[src/rtl/nineteen_bit_serial_subtractor.sv]
// Chunk-serial two's-complement subtractor: diff = a - b - borrow_in, CHUNK bits
// per clock, LSB chunk first, with valid/ready handshakes on operands and result.
module nineteen_bit_serial_subtractor #(
  parameter int WIDTH = 19,
  parameter int CHUNK = 1
) (
  input  logic             clk,
  input  logic             reset,
  input  logic             start_valid,
  output logic             start_ready,
  input  logic [WIDTH-1:0] a,
  input  logic [WIDTH-1:0] b,
  input  logic             borrow_in,
  output logic             result_valid,
  input  logic             result_ready,
  output logic [WIDTH-1:0] diff,
  output logic             borrow_out,
  output logic             overflow,
  output logic [1:0]       state_dbg
);

  // Handshakes: a transfer happens on a rising edge where valid and ready are
  // both high. start_ready is high only in IDLE; result_valid only in DONE,
  // with diff/borrow_out/overflow held stable until result_ready is seen.

  localparam int N  = (WIDTH + CHUNK - 1) / CHUNK;
  localparam int PW = N * CHUNK;
  localparam int IW = $clog2(N + 1);

  typedef enum logic [1:0] {
    IDLE = 2'd0,
    RUN  = 2'd1,
    DONE = 2'd2
  } state_t;

  state_t            state;
  logic [PW-1:0]     a_sh;
  logic [PW-1:0]     b_sh;
  logic [PW-1:0]     res_sh;
  logic              carry;
  logic              a_msb;
  logic              b_msb;
  logic [IW-1:0]     idx;

  logic [CHUNK:0]       sum;
  logic [PW+CHUNK-1:0]  res_cat;
  logic [PW-1:0]        res_next;

  // Operands are zero-padded to whole chunks: padded a bits are 0 and padded
  // ~b bits are 1, so the carry out of the top chunk equals the carry out of
  // bit WIDTH-1 even when the last chunk is partial.
  always_comb begin
    sum      = {1'b0, a_sh[CHUNK-1:0]} + {1'b0, ~b_sh[CHUNK-1:0]} + (CHUNK+1)'(carry);
    res_cat  = {sum[CHUNK-1:0], res_sh};
    res_next = res_cat[PW+CHUNK-1:CHUNK];
  end

  assign state_dbg = state;

  always_ff @(posedge clk) begin
    if (reset) begin
      state        <= IDLE;
      start_ready  <= 1'b1;
      result_valid <= 1'b0;
      diff         <= '0;
      borrow_out   <= 1'b0;
      overflow     <= 1'b0;
      a_sh         <= '0;
      b_sh         <= '0;
      res_sh       <= '0;
      carry        <= 1'b0;
      a_msb        <= 1'b0;
      b_msb        <= 1'b0;
      idx          <= '0;
    end else begin
      case (state)
        IDLE: begin
          if (start_valid) begin
            a_sh        <= PW'(a);
            b_sh        <= PW'(b);
            carry       <= ~borrow_in;
            a_msb       <= a[WIDTH-1];
            b_msb       <= b[WIDTH-1];
            res_sh      <= '0;
            idx         <= '0;
            start_ready <= 1'b0;
            state       <= RUN;
          end
        end
        RUN: begin
          a_sh   <= a_sh >> CHUNK;
          b_sh   <= b_sh >> CHUNK;
          carry  <= sum[CHUNK];
          res_sh <= res_next;
          idx    <= idx + 1'b1;
          if (idx == IW'(N - 1)) begin
            diff         <= res_next[WIDTH-1:0];
            borrow_out   <= ~sum[CHUNK];
            overflow     <= (a_msb != b_msb) && (res_next[WIDTH-1] != a_msb);
            result_valid <= 1'b1;
            state        <= DONE;
          end
        end
        DONE: begin
          if (result_ready) begin
            result_valid <= 1'b0;
            start_ready  <= 1'b1;
            state        <= IDLE;
          end
        end
        default: state <= IDLE;
      endcase
    end
  end

endmodule

[config.mk]
export PLATFORM = sky130hd
export DESIGN_NAME = nineteen_bit_serial_subtractor
export DESIGN_NICKNAME = d
export VERILOG_FILES = /design/src/rtl/nineteen_bit_serial_subtractor.sv
export SDC_FILE = /design/constraint.sdc
export NUM_CORES = 1
export LEC_CHECK = 0
export ABC_AREA = 1
export BUFFER_PORTS_ARGS = -buffer_cell sky130_fd_sc_hd__buf_2
export CORE_MARGIN = 3
export CORE_UTILIZATION = 54
export DETAILED_ROUTE_END_ITERATION = 8
export PLACE_DENSITY = 0.77
export SETUP_SLACK_MARGIN = 0.15
export SLEW_MARGIN = 20
export SYNTH_ARGS = -nofsm -noshare
export SYNTH_HDL_FRONTEND = slang
export SYNTH_SLANG_ARGS = --single-unit
export TNS_END_PERCENT = 5
[constraint.sdc]
create_clock -name clk -period 3.9 [get_ports clk]
set_clock_uncertainty 0.05 [all_clocks]
set_input_delay 0.975 -clock clk [delete_from_list [all_inputs] [get_ports clk]]
set_output_delay 0.975 -clock clk [all_outputs]
set_load 0.005 [all_outputs]
After elaboration in Yosys (flattened, before gate mapping)
Cells that the tools add are included.
{ "op_classes": {"reduce_logical": 11, "bitwise": 3, "add_sub_neg": 3, "muxes": 20, "eq_ne": 8} }
{ "op_table": {"columns": ["operator", "n"], "rows": [
  ["$pmux 19 s2", 3],
  ["$mux 19", 3],
  ["$pmux 5 s2", 1],
  ["$reduce_and 3->1", 3],
  ["$mux 2", 3],
  ["$ne 2x2->1 const B", 3],
  ["$pmux 1 s2", 3],
  ["$pmux 2 s3", 1],
  ["$reduce_and 2->1", 3],
  ["$reduce_bool 2->1", 3],
  ["$add 5x1->5 const B", 1],
  ["$eq 5x5->1 const B", 1],
  ["$mux 1", 5],
  ["$mux 5", 1],
  ["$not 1->1", 3],
  ["$add 1x1->2", 1],
  ["$add 2x1->2", 1],
  ["$eq 2x1->1 const B", 1],
  ["$eq 2x2->1 const B", 1],
  ["$logic_not 2->1", 1],
  ["$ne 1x1->1", 2],
  ["$logic_and 1x1->1", 1]
]} }
{ "totals": {"register_bits": 90, "wordCells": 58, "input_bits": 43, "output_inout_bits": 25} }

Logic depth before layout (Yosys ltp)
Gate-level depths: netlist (run 1).
{ "logic_depth": {"depth_word": 5, "depth_mapped": 9} }

Least setup slack after synthesis (run 1)
Ideal clock, no wire load.
{ "synth_path": {"path_kind": "input to register", "startpoint": "input reset", "endpoint": "register b_sh[10]", "t_arrival_ps": 1727, "setup_slack_ps": 2045, "t_required_ps": 3772, "path_stages": 5, "n_path_buf": 2, "setup_ps": 78, "cell_sequence": "buf_2 > clkinv_1 > clkbuf_1 > o21ai_0 > nor3_1"} }
{ "synth_rtl": {"columns": ["item", "line_no", "source"], "rows": [
  ["start: declaration", "8", "input logic reset,"],
  ["end signal: assignment", "80", "b_sh <= PW'(b);"],
  ["end signal: assignment", "92", "b_sh <= b_sh >> CHUNK;"],
  ["end: declaration", "38", "logic [PW-1:0] b_sh;"]
]} }

Worst setup path in the final report (run 1)
{ "layout_path": {"startpoint": "input start_valid", "endpoint": "register a_sh[16]"} }
{ "layout_via": {"elab_chain_cells": 2} }
{ "layout_rtl": {"columns": ["item", "line_no", "source"], "rows": [
  ["start: declaration", "9", "input logic start_valid,"],
  ["$ne 2x2->1 (no source line)", null, null],
  ["$reduce_and 2->1 (no source line)", null, null],
  ["end signal: assignment", "79", "a_sh <= PW'(a);"],
  ["end signal: assignment", "91", "a_sh <= a_sh >> CHUNK;"],
  ["end: declaration", "37", "logic [PW-1:0] a_sh;"]
]} }
No other way between the ends.
A chain may end at the register's enable or synchronous reset.

==> metrics.md, run 1 <==
| Metric | Value |
|---|---|
| Outcome | complete, no violations |
| Synth Register Bits | 89 |
| Gpl congestion | 0.7798 |
| Final setup viols | 0 |
| Post-synth top area share | 0.4409 |
| Worst-margin pin slew | 0.8264 ns |
| Pre-CTS setup slack | 1.122 ns |
| ANT nets after route | 0 |
| IO Count | 68 |
| Starting Density | 0.5758 |
| RSZ-0062 raised after global routing | no |
| Final period utilization | 0.6217 |
| Yosys warning total | 0 |
| Crit. End Element | register |
| Area of the core | 7019 µm² |
| Crit-path max FO | 29 |
| Final #Nets | 701 |
| VDD IR-drop max | 0.2337 mV |
| Critical path arrival | 2.59 ns |
| CTS tree | done |
| Worst setup path class | input pin to register |
| # rows | 30 |
| Num CTS Buffers | 9 |
| Die height | 92.51 µm |
| 1st-iter DRT viols | 182 |
| Syn Area/Cell | 6.669 µm² |
| Final TNS setup | 0 ns |
| Overall Global Routing Usage | 0.2039 |
| Max-slew violations | 0 |
| HPWL after DPL | 5464 µm |
| I/O Buffers | 67 |
| Pin count of the biggest net entering global routing | 46 |
| Biggest area consumer among synthesized cells | dfxtp_1 |
| Post-Syn Instances | 606 |
| Clock tree buffer depth | 2 |
| Total die area | 8558 µm² |
| DR vias | 3642 |
| CTS root buffer | clkbuf_8 |
| Final wirelength | 8272 µm |
| Sequential area share after synthesis | 0.4409 |
| Worst hold path class | register to register |
| Static Leakage | 2.114 nW |
| Synth area leaders | dfxtp_1, nand2_1, nor2_1, inv_1, nand3_1 |
| Total gr overflow | 0 |
| Netlist cell types | 27 |
| Initial antenna violation count | 0 |
| CTS resizes | 0 |
| Smallest setup slack after layout | 1.475 ns |
| Clk slew on worst S/H paths | 0.09 ns |
| Number of global-route vias before repair | 3311 |
| Wire per inst | 10.94 µm |
| Initial DRT Pass Iterations | 4 |
| Clk Latency, worst-skew pair | 0.35 ns |
| Mapped Area | 4041 µm² |
| Power Total | 1.835 mW |
| P per Cell Area | 402.5 nW/µm² |
| Cts hold-fix bufs | 0 |
| Worst hold margin | 0.4174 ns |
| Startpoint Class | input pin |
| CTS H-Tree Depth | 3 |
| Fmax | 412.4 MHz |
| # diodes | 0 |
| # DRC | 0 |
| DR vias/cell | 4.817 |
| Worst EP required | 4.06 ns |
| Min cycle time layout | 2.425 ns |
| Post-CTS setup buffer count | 0 |
| Syn-to-layout area delta | 12.82% |
| Die Wd | 92.51 µm |
| First-pass GRT wire length | 14430 µm |
| Syn_nets | 652 |
| Max-cap violations | 0 |
| Clock Sinks | 89 |
| Share of cells above drive strength 1 | 0.1485 |
| Rel. slew slack | 0.4456 |
| Hold Vio Cnt, Final | 0 |
-- final cells by class --
cell class / count / area, µm²
Clock buffer: 9 / 123.9
Clock inverter: 7 / 101.3
Fill cell: 645 / 2460
Inverter: 91 / 341.6
Multi-Input combinational cell: 393 / 1725
Sequential cell: 89 / 1782
Tap cell: 96 / 120.1
Timing Repair Buffer: 71 / 365.4
-- sequential cells by signal (all words and copies together) (netlist names) --
signal / count
res_sh: 18
a_msb: 1
state_dbg: 2
diff: 19
b_msb: 1
overflow: 1
a_sh: 19
start_ready: 1
result_valid: 1
borrow_out: 1
b_sh: 19
carry: 1
idx: 5
-- path summary, 6_finish.rpt --
| check | startpoint | end | slack, ns | depth (start not counted) |
|---|---|---|---|---|
| setup / recovery | start_valid | a_sh[16] | 1.48 | 7 |
| hold / removal | result_valid | result_valid | 0.42 | 2 |
| setup reg to reg | state_dbg[0] | idx[2] | 1.76 | 7 |
| hold reg to reg | result_valid | result_valid | 0.42 | 2 |
-- synthesized netlist by cell type (all sizes together) --
cell and instances:
a21oi 27, a31oi 1, buf 23, clkbuf 10, clkinv 1, dfxtp 89, fa 1, ha 2
inv 90, nand2 166, nand3 36, nand3b 2, nand4 17, nor2 115, nor3 11, o21ai 14
or2 1
-- cells by family after synthesis --
family	share of synthesized area
flip-flops	0.4409
AO/OA/AOI/OAI	0.05511
buffers and inverters	0.1322
adder cells (fa/ha/maj)	0.01114
AND/OR/NAND/NOR	0.3607
-- routing by layer --
metal,wire [µm],global-route usage,up-vias,share of wire
li1,-,-,1935,-
met1,3896,0.2594,1634,0.47
met2,3956,0.3535,65,0.48
met3,341,0.02762,8,0.041
met4,78,0.07054,0,0.0094
met5,0,0,-,0
-- stage by stage --
| step | area [µm²] | util | cells |
|---|---|---|---|
| after detailed placement | 4334 | 0.6175 | 740 |
| after global routing | 4559 | 0.6496 | 756 |
| final | 4559 | 0.6496 | 756 |
| after floorplan | 4041 | - | 606 |
| after CTS | 4559 | 0.6496 | 756 |
| after global placement | 4334 | 0.6175 | 740 |
-- report_power, final --
| group | switching (mW) | leakage [nW] | internal (mW) |
|---|---|---|---|
| Clock | 0.332 | 0.106 | 0.366 |
| Combinational | 0.111 | 1.28 | 0.0636 |
| Sequential | 0.0206 | 0.725 | 0.942 |
-- layout by cell type, fill, tap and decap left out, types with 3 or more instances in the layout --
cell type  Yosys  routed
nand2_1      165     165
inv_2          3       3
nor2_1       111     111
nor3_1        11      11
nand3_1       35      35
inv_1         87      87
clkbuf_8       0       9
buf_2         10      67
a21oi_1       27      27
o21ai_0        8       8
dfxtp_1       89      89
o21ai_1        5       5
buf_4          9       4
nand4_1       17      17
-- worst max-delay path, stage by stage --
cell and delay [ns]:
buf_2 0.46, nor2_1 0.10, nor2_2 0.48, buf_4 0.34, nor2_1 0.06, nor2_1 0.11
nor2_1 0.05
Power figures use the tool's default switching activity.
==> run 2, diff against run 1 <==
- CORE_UTILIZATION: 54 -> 50
- PLACE_DENSITY: 0.77 -> 0.75
- clock period: 3.9 -> 2.2 ns (I/O delays scaled with it)
==> metrics.md, run 2 (same netlist as run 1, synthesis figures left out) <==
| Metric | Value |
|---|---|
| Starting Density | 0.5203 (-0.05546) |
| IO Count | 68 (unchanged) |
| Max-cap violations | 0 (unchanged) |
| Share of cells above drive strength 1 | 0.1562 (+0.007671) |
| Worst hold path class | register to register |
| Number of global-route vias before repair | 3209 (-3.1%) |
| CP Launch Point | state_dbg[1] |
| ANT nets after route | 0 (unchanged) |
| Pin count of the biggest net entering global routing | 46 (unchanged) |
| Buffers & Inverters on Critical Path | 1 (-1) |
| Regs by FF count | a_sh (19), b_sh (19), diff (19) |
| HPWL after DPL | 5704 µm (+4.4%) |
| # rows | 32 (+6.7%) |
| Most common cell after layout, fill and taps aside | nand2_1 |
| Critical path arrival | 1.11 ns (-1.48 ns) |
| Max-slew violations | 0 (unchanged) |
| CTS resizes | 0 (unchanged) |
| Clk Latency, worst-skew pair | 0.35 ns (about the same) |
| Clock tree buffer depth | 2 (unchanged) |
| Reg2reg setup slack | 0.52 ns (-1.24 ns) |
| Reg2reg start | state_dbg[0] |
| Worst EP required | 1.60 ns (-2.46 ns) |
| # DRC | 0 (unchanged) |
| Total die area | 9198 µm² (+7.5%) |
| Worst Reg2Reg Path Length in Cells | 5 (-2) |
| Wire per inst | 10.99 µm (+0.46%) |
| Total gr overflow | 0 (unchanged) |
| I/O Buffers | 67 (unchanged) |
| Die Wd | 95.91 µm (+3.7%) |
| Worst setup path class | register to output pin |
| Rel. slew slack | 0.5951 (+0.1494) |
| Clk slew on worst S/H paths | 0.09 ns (about the same) |
| Commonest non-fill, non-tap cells in the layout | nand2_1, nor2_1, dfxtp_1 |
| CP Cell Sequence | buf_2 |
| DR vias/cell | 4.786 (-0.64%) |
| CTS tree | done |
| Min cycle time layout | 1.714 ns |
| Slowest CP cell | dfxtp_1 |
| P per Cell Area | 693.5 nW/µm² (+72%) |
| Post-CTS setup buffer count | 0 (unchanged) |
| Worst-margin pin slew | 0.6059 ns (-0.2205 ns) |
| Power Total | 3.191 mW (+74%) |
| Worst hold endpoint | res_sh[1] |
| Worst hold path depth | 2 (unchanged) |
| Largest delay contributor family on the critical path | flip-flops |
| # diodes | 0 (unchanged) |
| Hold Vio Cnt, Final | 0 (unchanged) |
| CTS H-Tree Depth | 3 (unchanged) |
| Outcome | complete, no violations |
| Final #Nets | 707 (+0.86%) |
| Final setup viols | 0 (unchanged) |
| Worst hold start | res_sh[1] |
| CTS root buffer | clkbuf_8 |
| 1st-iter DRT viols | 122 (-33%) |
| VDD IR-drop max | 0.4141 mV (+77%) |
| Gpl congestion | 0.8153 (+4.6%) |
| Final TNS setup | 0 ns (unchanged) |
| Final wirelength | 8442 µm (+2.1%) |
| Die height | 95.91 µm (+3.7%) |
| Static Leakage | 2.141 nW (+1.3%) |
| Num CTS Buffers | 9 (unchanged) |
| Final period utilization | 0.7791 |
| Crit-path max FO | 7 (-76%) |
| Syn-to-layout area delta | 13.87% |
| Worst path max stage delay | 0.56 ns (+0.08 ns) |
| Overall Global Routing Usage | 0.1905 (-0.01337) |
| Startpoint Class | register |
| Crit. End Element | output pin |
| RSZ-0062 raised after global routing | no |
| RR Endpoint | b_sh[18] |
| DR vias | 3676 (+0.93%) |
| First-pass GRT wire length | 13960 µm (-3.3%) |
| Cts hold-fix bufs | 0 (unchanged) |
| Area of the core | 7767 µm² (+11%) |
| Initial antenna violation count | 0 (unchanged) |
| Initial DRT Pass Iterations | 4 (unchanged) |
| Util after Layout | 0.5925 (-0.05709) |
| Clock Sinks | 89 (unchanged) |
| Fmax | 583.4 MHz |
run 2: cell types whose count changed in the layout (fill, tap and decap cells not counted):
| cell | delta |
|---|---|
| inv_6 | -2 |
| clkinv_2 | +1 |
| buf_4 | +6 |
| clkbuf_8 | +3 |
| clkinv_4 | -1 |
| bufinv_16 | -1 |
run 2: report_power, final:
part	internal [mW]	total [mW]	switching (mW)
registers	1.67	1.70	0.0358
logic	0.119	0.318	0.198
clock network	0.616	1.17	0.553
run 2: worst max path at each step:
| stage | to | slack (ns) | cells past startpoint |
|---|---|---|---|
| 2_1_floorplan | b_sh[10] | 0.77 | 5 |
| 3_3_place_gp | a_sh[18] | 0.60 | 6 |
| 3_5_place_dp | b_sh[18] | 0.52 | 5 |
| 4_1_cts | state_dbg[1] | 0.48 | 1 |
| 5_1_grt | b_msb | 0.35 | 5 |
| 6_report | state_dbg[1] | 0.49 | 1 |
run 2: cell type report:
class,count,area [µm²]
Tap cell,102,127.6
Inverter,91,341.6
Timing Repair Buffer,77,410.4
Clock buffer,12,165.2
Fill cell,769,3166
Multi-Input combinational cell,393,1725
Sequential cell,89,1782
Clock inverter,4,50.05
run 2: routing by layer:
metal / routed length (µm) / global-route usage
met5: 0 / 0
met2: 3907 / 0.3243
met1: 3959 / 0.2393
met3: 417 / 0.03675
met4: 158 / 0.06872
run 2: through the flow:
stage | worst slack (ns) | instance area (µm²) | cells | hold WS, ns
CTS | 0.4845 | 4602 | 768 | 0.4178
detailed placement | 0.5204 | 4387 | 752 | 0.4079
finish | 0.4860 | 4602 | 768 | 0.4163
floorplan | 0.7702 | 4041 | 606 | 0.3895
global route | 0.3533 | 4602 | 768 | 0.4196
global placement | 0.6017 | 4387 | 752 | 0.4025
